### src/rtl/ecm_frame_rx.sv
// ============================================================================
// Module   : ecm_frame_rx
// Purpose  : ECM UART frame parser. Finds the 05 05 0A 0A sync header, reads
//            a 16-bit bit-length and assembles a right-aligned payload.
// Revision : 1.0 - initial release
// ============================================================================
`default_nettype none

module ecm_frame_rx #(
  parameter int PAYLOAD_BITS   = 512,
  parameter int TIMEOUT_CYCLES = 50000
) (
  input  logic                    sys_clk,
  input  logic                    sys_rst,
  input  logic [7:0]              rx_data,
  input  logic                    rx_valid,
  output logic [PAYLOAD_BITS-1:0] payload,
  output logic [15:0]             payload_len,
  output logic                    frame_valid,
  output logic                    frame_err,
  output logic [1:0]              err_code,
  output logic                    busy
);

  localparam int          IDLE_W    = (TIMEOUT_CYCLES > 1) ? $clog2(TIMEOUT_CYCLES) : 1;
  localparam logic [15:0] MAX_LEN   = 16'(PAYLOAD_BITS);
  localparam logic [IDLE_W-1:0] IDLE_LAST = IDLE_W'(TIMEOUT_CYCLES - 1);
  localparam logic [1:0]  ERR_NONE  = 2'd0;
  localparam logic [1:0]  ERR_LEN   = 2'd1;
  localparam logic [1:0]  ERR_TMO   = 2'd2;
  localparam logic [7:0]  SYNC_A    = 8'h05;
  localparam logic [7:0]  SYNC_B    = 8'h0A;

  typedef enum logic [1:0] {S_HUNT, S_LEN_HI, S_LEN_LO, S_PAYLOAD} state_t;

  state_t                  state_q,       state_d;
  logic [1:0]              sync_idx_q,    sync_idx_d;
  logic [15:0]             len_q,         len_d;
  logic [12:0]             cnt_q,         cnt_d;
  logic [IDLE_W-1:0]       idle_q,        idle_d;
  logic [PAYLOAD_BITS-1:0] shadow_q,      shadow_d;
  logic [PAYLOAD_BITS-1:0] payload_q,     payload_d;
  logic [15:0]             payload_len_q, payload_len_d;
  logic                    frame_valid_q, frame_valid_d;
  logic                    frame_err_q,   frame_err_d;
  logic [1:0]              err_code_q,    err_code_d;
  logic                    busy_q,        busy_d;

  logic [7:0]  exp_byte;
  logic [15:0] len_full;
  logic        len_ok;

  always_comb begin
    exp_byte = (sync_idx_q[1]) ? SYNC_B : SYNC_A;
    len_full = {len_q[15:8], rx_data};
    len_ok   = (len_full != 16'd0) && (len_full[2:0] == 3'd0) && (len_full <= MAX_LEN);

    state_d       = state_q;
    sync_idx_d    = sync_idx_q;
    len_d         = len_q;
    cnt_d         = cnt_q;
    shadow_d      = shadow_q;
    payload_d     = payload_q;
    payload_len_d = payload_len_q;
    frame_valid_d = 1'b0;
    frame_err_d   = 1'b0;
    err_code_d    = err_code_q;
    idle_d        = '0;

    if (rx_valid) begin
      // An arriving byte always wins over a coinciding timeout.
      case (state_q)
        S_HUNT: begin
          if (rx_data == exp_byte) begin
            if (sync_idx_q == 2'd3) begin
              state_d    = S_LEN_HI;
              sync_idx_d = 2'd0;
            end else begin
              sync_idx_d = sync_idx_q + 2'd1;
            end
          end else if (sync_idx_q == 2'd2 && rx_data == SYNC_A) begin
            sync_idx_d = 2'd2;
          end else if (rx_data == SYNC_A) begin
            sync_idx_d = 2'd1;
          end else begin
            sync_idx_d = 2'd0;
          end
        end
        S_LEN_HI: begin
          len_d   = {rx_data, 8'h00};
          state_d = S_LEN_LO;
        end
        S_LEN_LO: begin
          if (len_ok) begin
            len_d    = len_full;
            cnt_d    = len_full[15:3];
            shadow_d = '0;
            state_d  = S_PAYLOAD;
          end else begin
            frame_err_d = 1'b1;
            err_code_d  = ERR_LEN;
            state_d     = S_HUNT;
            sync_idx_d  = 2'd0;
          end
        end
        default: begin
          shadow_d = PAYLOAD_BITS'({shadow_q, rx_data});
          cnt_d    = cnt_q - 13'd1;
          if (cnt_q == 13'd1) begin
            payload_d     = PAYLOAD_BITS'({shadow_q, rx_data});
            payload_len_d = len_q;
            frame_valid_d = 1'b1;
            err_code_d    = ERR_NONE;
            state_d       = S_HUNT;
            sync_idx_d    = 2'd0;
          end
        end
      endcase
    end else if (busy_q) begin
      if (idle_q == IDLE_LAST) begin
        frame_err_d = 1'b1;
        err_code_d  = ERR_TMO;
        state_d     = S_HUNT;
        sync_idx_d  = 2'd0;
      end else begin
        idle_d = idle_q + 1'b1;
      end
    end

    busy_d = !(state_d == S_HUNT && sync_idx_d == 2'd0);
  end

  always_ff @(posedge sys_clk or posedge sys_rst) begin
    if (sys_rst) begin
      state_q       <= S_HUNT;
      sync_idx_q    <= 2'd0;
      len_q         <= '0;
      cnt_q         <= '0;
      idle_q        <= '0;
      shadow_q      <= '0;
      payload_q     <= '0;
      payload_len_q <= '0;
      frame_valid_q <= 1'b0;
      frame_err_q   <= 1'b0;
      err_code_q    <= ERR_NONE;
      busy_q        <= 1'b0;
    end else begin
      state_q       <= state_d;
      sync_idx_q    <= sync_idx_d;
      len_q         <= len_d;
      cnt_q         <= cnt_d;
      idle_q        <= idle_d;
      shadow_q      <= shadow_d;
      payload_q     <= payload_d;
      payload_len_q <= payload_len_d;
      frame_valid_q <= frame_valid_d;
      frame_err_q   <= frame_err_d;
      err_code_q    <= err_code_d;
      busy_q        <= busy_d;
    end
  end

  assign payload     = payload_q;
  assign payload_len = payload_len_q;
  assign frame_valid = frame_valid_q;
  assign frame_err   = frame_err_q;
  assign err_code    = err_code_q;
  assign busy        = busy_q;

endmodule

`default_nettype wire
### config.mk
export PLATFORM = sky130hd
export DESIGN_NAME = ecm_frame_rx
export DESIGN_NICKNAME = d
export VERILOG_FILES = /design/src/rtl/ecm_frame_rx.sv
export SDC_FILE = /design/constraint.sdc
export NUM_CORES = 2
export LEC_CHECK = 0
export CAP_MARGIN = 20
export CORE_UTILIZATION = 40
export CTS_CLUSTER_DIAMETER = 100
export DETAILED_ROUTE_END_ITERATION = 16
export SLEW_MARGIN = 25
export SYNTH_ARGS = -nofsm -noshare
export SYNTH_HDL_FRONTEND = slang
export SYNTH_SLANG_ARGS = --single-unit
export TNS_END_PERCENT = 50
### constraint.sdc
create_clock -name sys_clk -period 39.4 [get_ports sys_clk]
set_clock_uncertainty 0.1 [all_clocks]
set_input_delay 5.91 -clock sys_clk [delete_from_list [all_inputs] [get_ports sys_clk]]
set_output_delay 5.91 -clock sys_clk [all_outputs]
set_load 0.03 [all_outputs]
==> load_flow_metrics.sql <==
INSERT INTO impl_metrics (metric_group, metric, value, unit) VALUES
('run_status', 'run_status', 'completed', ''),
('critical_path', 'crit-reg2reg-capture', 'payload[266]', ''),
('critical_path', 'critical_path_class', 'input port to register', ''),
('sta', 'timing.final.hold_violations', '0', ''),
('sta', 'fmax', '101', 'MHz'),
('critical_path', 'ff2ff_path_depth', '8', ''),
('sta', 'rsz0062_at_grt', 'false', ''),
('drt', 'antenna_violating_nets_post_route', '0', ''),
('global_routing', 'antenna_violations_before_repair', '0', ''),
('clock_tree', 'cts.repair_timing.setup_buffer_count', '0', ''),
('global_routing', 'first_global_vias', '27700', ''),
('finish', 'antennaDiodeCount', '0', ''),
('critical_path', 'max_stage_delay', '800', 'ps'),
('global_routing', 'grt_start_max_net_pins', '212', ''),
('logic_synthesis', 'proportion_of_synthesized_flip_flops_having_asynchronous_set_or_reset', '1.00', ''),
('worst_hold_path', 'min_delay_path_depth', '1', ''),
('global_routing', 'grt-ovfl-total', '0', ''),
('drt', 'viasPerCell', '5.14', ''),
('power', 'p_leak', '25.5', 'nW'),
('critical_path', 'crit_path_frequent_cell', 'sky130_fd_sc_hd__buf_4', ''),
('critical_path', 'critical_path.slowest_cell', 'sky130_fd_sc_hd__buf_4', ''),
('clock_tree', 'number_of_clock_buffers_inserted_by_tritoncts', '111', ''),
('clock_tree', 'cts_sinks', '1086', ''),
('logic_synthesis', 'netlist_top_cells_area', 'sky130_fd_sc_hd__dfrtp_1 (68%), sky130_fd_sc_hd__nand2_1 (15%), sky130_fd_sc_hd__a22o_1 (11%), sky130_fd_sc_hd__clkbuf_1 (1.7%), sky130_fd_sc_hd__buf_2 (0.60%)', ''),
('power', 'power_density', '43.9', 'mW/mm^2'),
('sta', 'totalNegativeSetupSlack', '0', 'ps'),
('critical_path', 'reg2reg_from', 'cnt_q[5]', ''),
('clock_tree', 'clock_transition_at_the_register_clock_pins_on_the_worst_setup_and_hold_paths_after_cts', '60', 'ps'),
('floorplanning', 'row_count', '115', ''),
('critical_path', 'cp_data_required_time', '39920', 'ps'),
('worst_hold_path', 'timing.hold.worst.class', 'register to register', ''),
('floorplanning', 'pin_count', '544', ''),
('drt', 'wl_per_cell', '19.7', 'um'),
('logic_synthesis', 'synth_cells', '3651', ''),
('worst_hold_path', 'holdCritStartpoint', 'idle_q[0]', ''),
('floorplanning', 'die-height', '318', 'um'),
('placement', 'port-buffer-count', '543', ''),
('floorplanning', 'die_width', '318', 'um'),
('global_routing', 'grt_first_pass_wirelength', '170000', 'um'),
('placement', 'dp_hpwl', '68200', 'um'),
('logic_synthesis', 'area_of_the_mapped_netlist', '0.0401', 'mm^2'),
('logic_synthesis', 'synth_net_count', '3667', ''),
('logic_synthesis', 'synth-main-ff-cell', 'sky130_fd_sc_hd__dfrtp_1', ''),
('critical_path', 'critical_path.n_buffers_inverters', '3', ''),
('drt', 'drt-initial-drc-count', '2320', ''),
('job', 'max_cap_violations', '0', ''),
('finish', 'post_layout_nets', '4119', ''),
('clock_tree', 'cts-root-buf', 'sky130_fd_sc_hd__clkbuf_16', ''),
('drt', 'drt_drc_violations_left', '0', ''),
('placement', 'numPlacedInstances', '5277', ''),
('floorplanning', 'dieArea', '0.101', 'mm^2'),
('logic_synthesis', 'netlist-cell-type-count', '59', ''),
('sta', 'finalMaxSlewViolations', '0', ''),
('finish', 'drive_above_1_share', '0.0558', ''),
('sta', 'layout_min_cycle_time', '9870', 'ps'),
('finish', 'layout_stage_area_growth_over_the_synthesis_result', '25.4', '%'),
('logic_synthesis', 'register_area_share_after_synthesis', '0.679', ''),
('critical_path', 'crit_path_start_kind', 'input port', ''),
('finish', 'post_layout_nonfiller_instances', '5483', ''),
('logic_synthesis', 'synth_edf_count', '0', ''),
('critical_path', 'critical_path.top_delay_family', 'buffers and inverters', ''),
('logic_synthesis', 'postSynthRegisterBits', '1086', ''),
('sta', 'slew_headroom', '0.287', ''),
('worst_hold_path', 'whs_endpoint', 'idle_q[0]', ''),
('logic_synthesis', 'synthDominantCellAreaShare', '0.679', ''),
('clock_tree', 'cts_htree_levels', '3', ''),
('clock_tree', 'cts_hold_buffers', '0', ''),
('global_routing', 'groute.usage.overall', '0.213', ''),
('floorplanning', 'coreArea', '0.0989', 'mm^2'),
('logic_synthesis', 'synth_warnings', '0', ''),
('clock_tree', 'post_cts_resized', '0', '');
==> sequential cells by signal (all words and copies together) (netlist names) <==
| name | flops |
|---|---|
| state_q | 2 |
| len_q | 16 |
| err_code | 2 |
| idle_q | 16 |
| payload_len | 16 |
| payload | 512 |
| frame_valid | 1 |
| sync_idx_q | 2 |
| busy | 1 |
| cnt_q | 13 |
| frame_err | 1 |
| shadow_q | 504 |
==> worst reg2reg max path, cell delays in order (launching register included) <==
cell and delay (ps):
sky130_fd_sc_hd__dfrtp_1 410, sky130_fd_sc_hd__nor4_1 530, sky130_fd_sc_hd__and4_1 390, sky130_fd_sc_hd__nand2_4 350
sky130_fd_sc_hd__inv_8 680, sky130_fd_sc_hd__buf_4 910, sky130_fd_sc_hd__buf_4 910, sky130_fd_sc_hd__nand2_1 170
sky130_fd_sc_hd__nand2_1 100
==> cells in the mapped netlist (8+ instances only) <==
| master | n |
|---|---|
| sky130_fd_sc_hd__nor3_1 | 9 |
| sky130_fd_sc_hd__a21oi_1 | 13 |
| sky130_fd_sc_hd__a22o_1 | 505 |
| sky130_fd_sc_hd__xor2_1 | 8 |
| sky130_fd_sc_hd__o2bb2ai_1 | 8 |
| sky130_fd_sc_hd__o21ai_0 | 19 |
| sky130_fd_sc_hd__dfrtp_1 | 1086 |
| sky130_fd_sc_hd__nor4_1 | 14 |
| sky130_fd_sc_hd__mux2_2 | 8 |
| sky130_fd_sc_hd__clkbuf_1 | 185 |
| sky130_fd_sc_hd__nand3_1 | 12 |
| sky130_fd_sc_hd__nor2_1 | 35 |
| sky130_fd_sc_hd__nand2_1 | 1604 |
| sky130_fd_sc_hd__buf_2 | 48 |
| sky130_fd_sc_hd__inv_1 | 8 |
==> kinds of logic (layout without fill, tap and decap cells) <==
kind of cell	after synthesis	in the layout	synth area share
adder cells (fa/ha/maj)	5	5	0.00156
flip-flops	1086	1086	0.679
multiplexers	9	9	0.00250
XOR/XNOR	14	14	0.00306
buffers and inverters	249	794	0.0258
AO/OA/AOI/OAI	581	581	0.124
AND/OR/NAND/NOR	1707	1707	0.165
==> routing by layer <==
layer	part of all wire	up-vias	wire length (um)	track usage
met4	0.028	0	2990	0.0658
met1	0.46	14200	49600	0.304
met5	0	-	0	0
met3	0.054	147	5840	0.0449
li1	-	13100	-	-
met2	0.46	723	49700	0.325
==> stage by stage <==
stage	hold slack, ps	util	setup slack [ps]	total power, mW	instance area, um^2
6_report	358	0.508	29530	2.21	50200
5_1_grt	379	0.508	29120	2.28	50200
4_1_cts	364	0.508	29220	2.23	50200
3_5_place_dp	354	0.470	28450	1.16	46400
3_3_place_gp	350	0.470	28470	1.16	46400
2_1_floorplan	333	-	2820	1.16	40100
==> layout by cell type, fill, tap and decap left out, drive strengths merged, types with 6 or more instances in the layout <==
cell,netlist,layout
clkbuf,185,169
nor2,35,35
nand3,12,12
nor3,9,9
dfrtp,1086,1086
a21oi,13,13
xnor2,6,6
o21ai,20,20
bufinv,0,6
clkdlybuf4s50,0,543
clkinv,1,28
nor4,15,15
xor2,8,8
inv,9,11
buf,54,35
a22o,505,505
and3,6,6
mux2,8,8
o2bb2ai,8,8
nand2,1605,1605
==> area by class of cell <==
class / instances / area (um^2) / area share
Clock buffer: 169 / 3330 / 0.0663
Clock inverter: 37 / 415 / 0.00827
Inverter: 10 / 52.6 / 0.00105
Multi-Input combinational cell: 2316 / 11900 / 0.236
Sequential cell: 1086 / 27200 / 0.541
Tap cell: 1287 / 1610 / 0.0321
Timing Repair Buffer: 578 / 5760 / 0.115
==> worst max-delay path by stage <==
stage                     depth (start not counted)  startpoint  slack [ps]       endpoint
after floorplan                                   1     sys_rst        2820           busy
after global routing                              6     sys_rst       29120  shadow_q[170]
final                                             8  rx_data[5]       29530   shadow_q[27]
after global placement                            6     sys_rst       28470   payload[191]
after detailed placement                          6     sys_rst       28450   payload[184]
after CTS                                         6     sys_rst       29220   payload[184]
==> where the power goes <==
group / switching (mW) / internal [mW]
clock network: 0.443 / 0.622
registers: 0.000139 / 1.12
logic: 0.0234 / 0.00254
No activity file was read; power rests on OpenSTA's default activity.
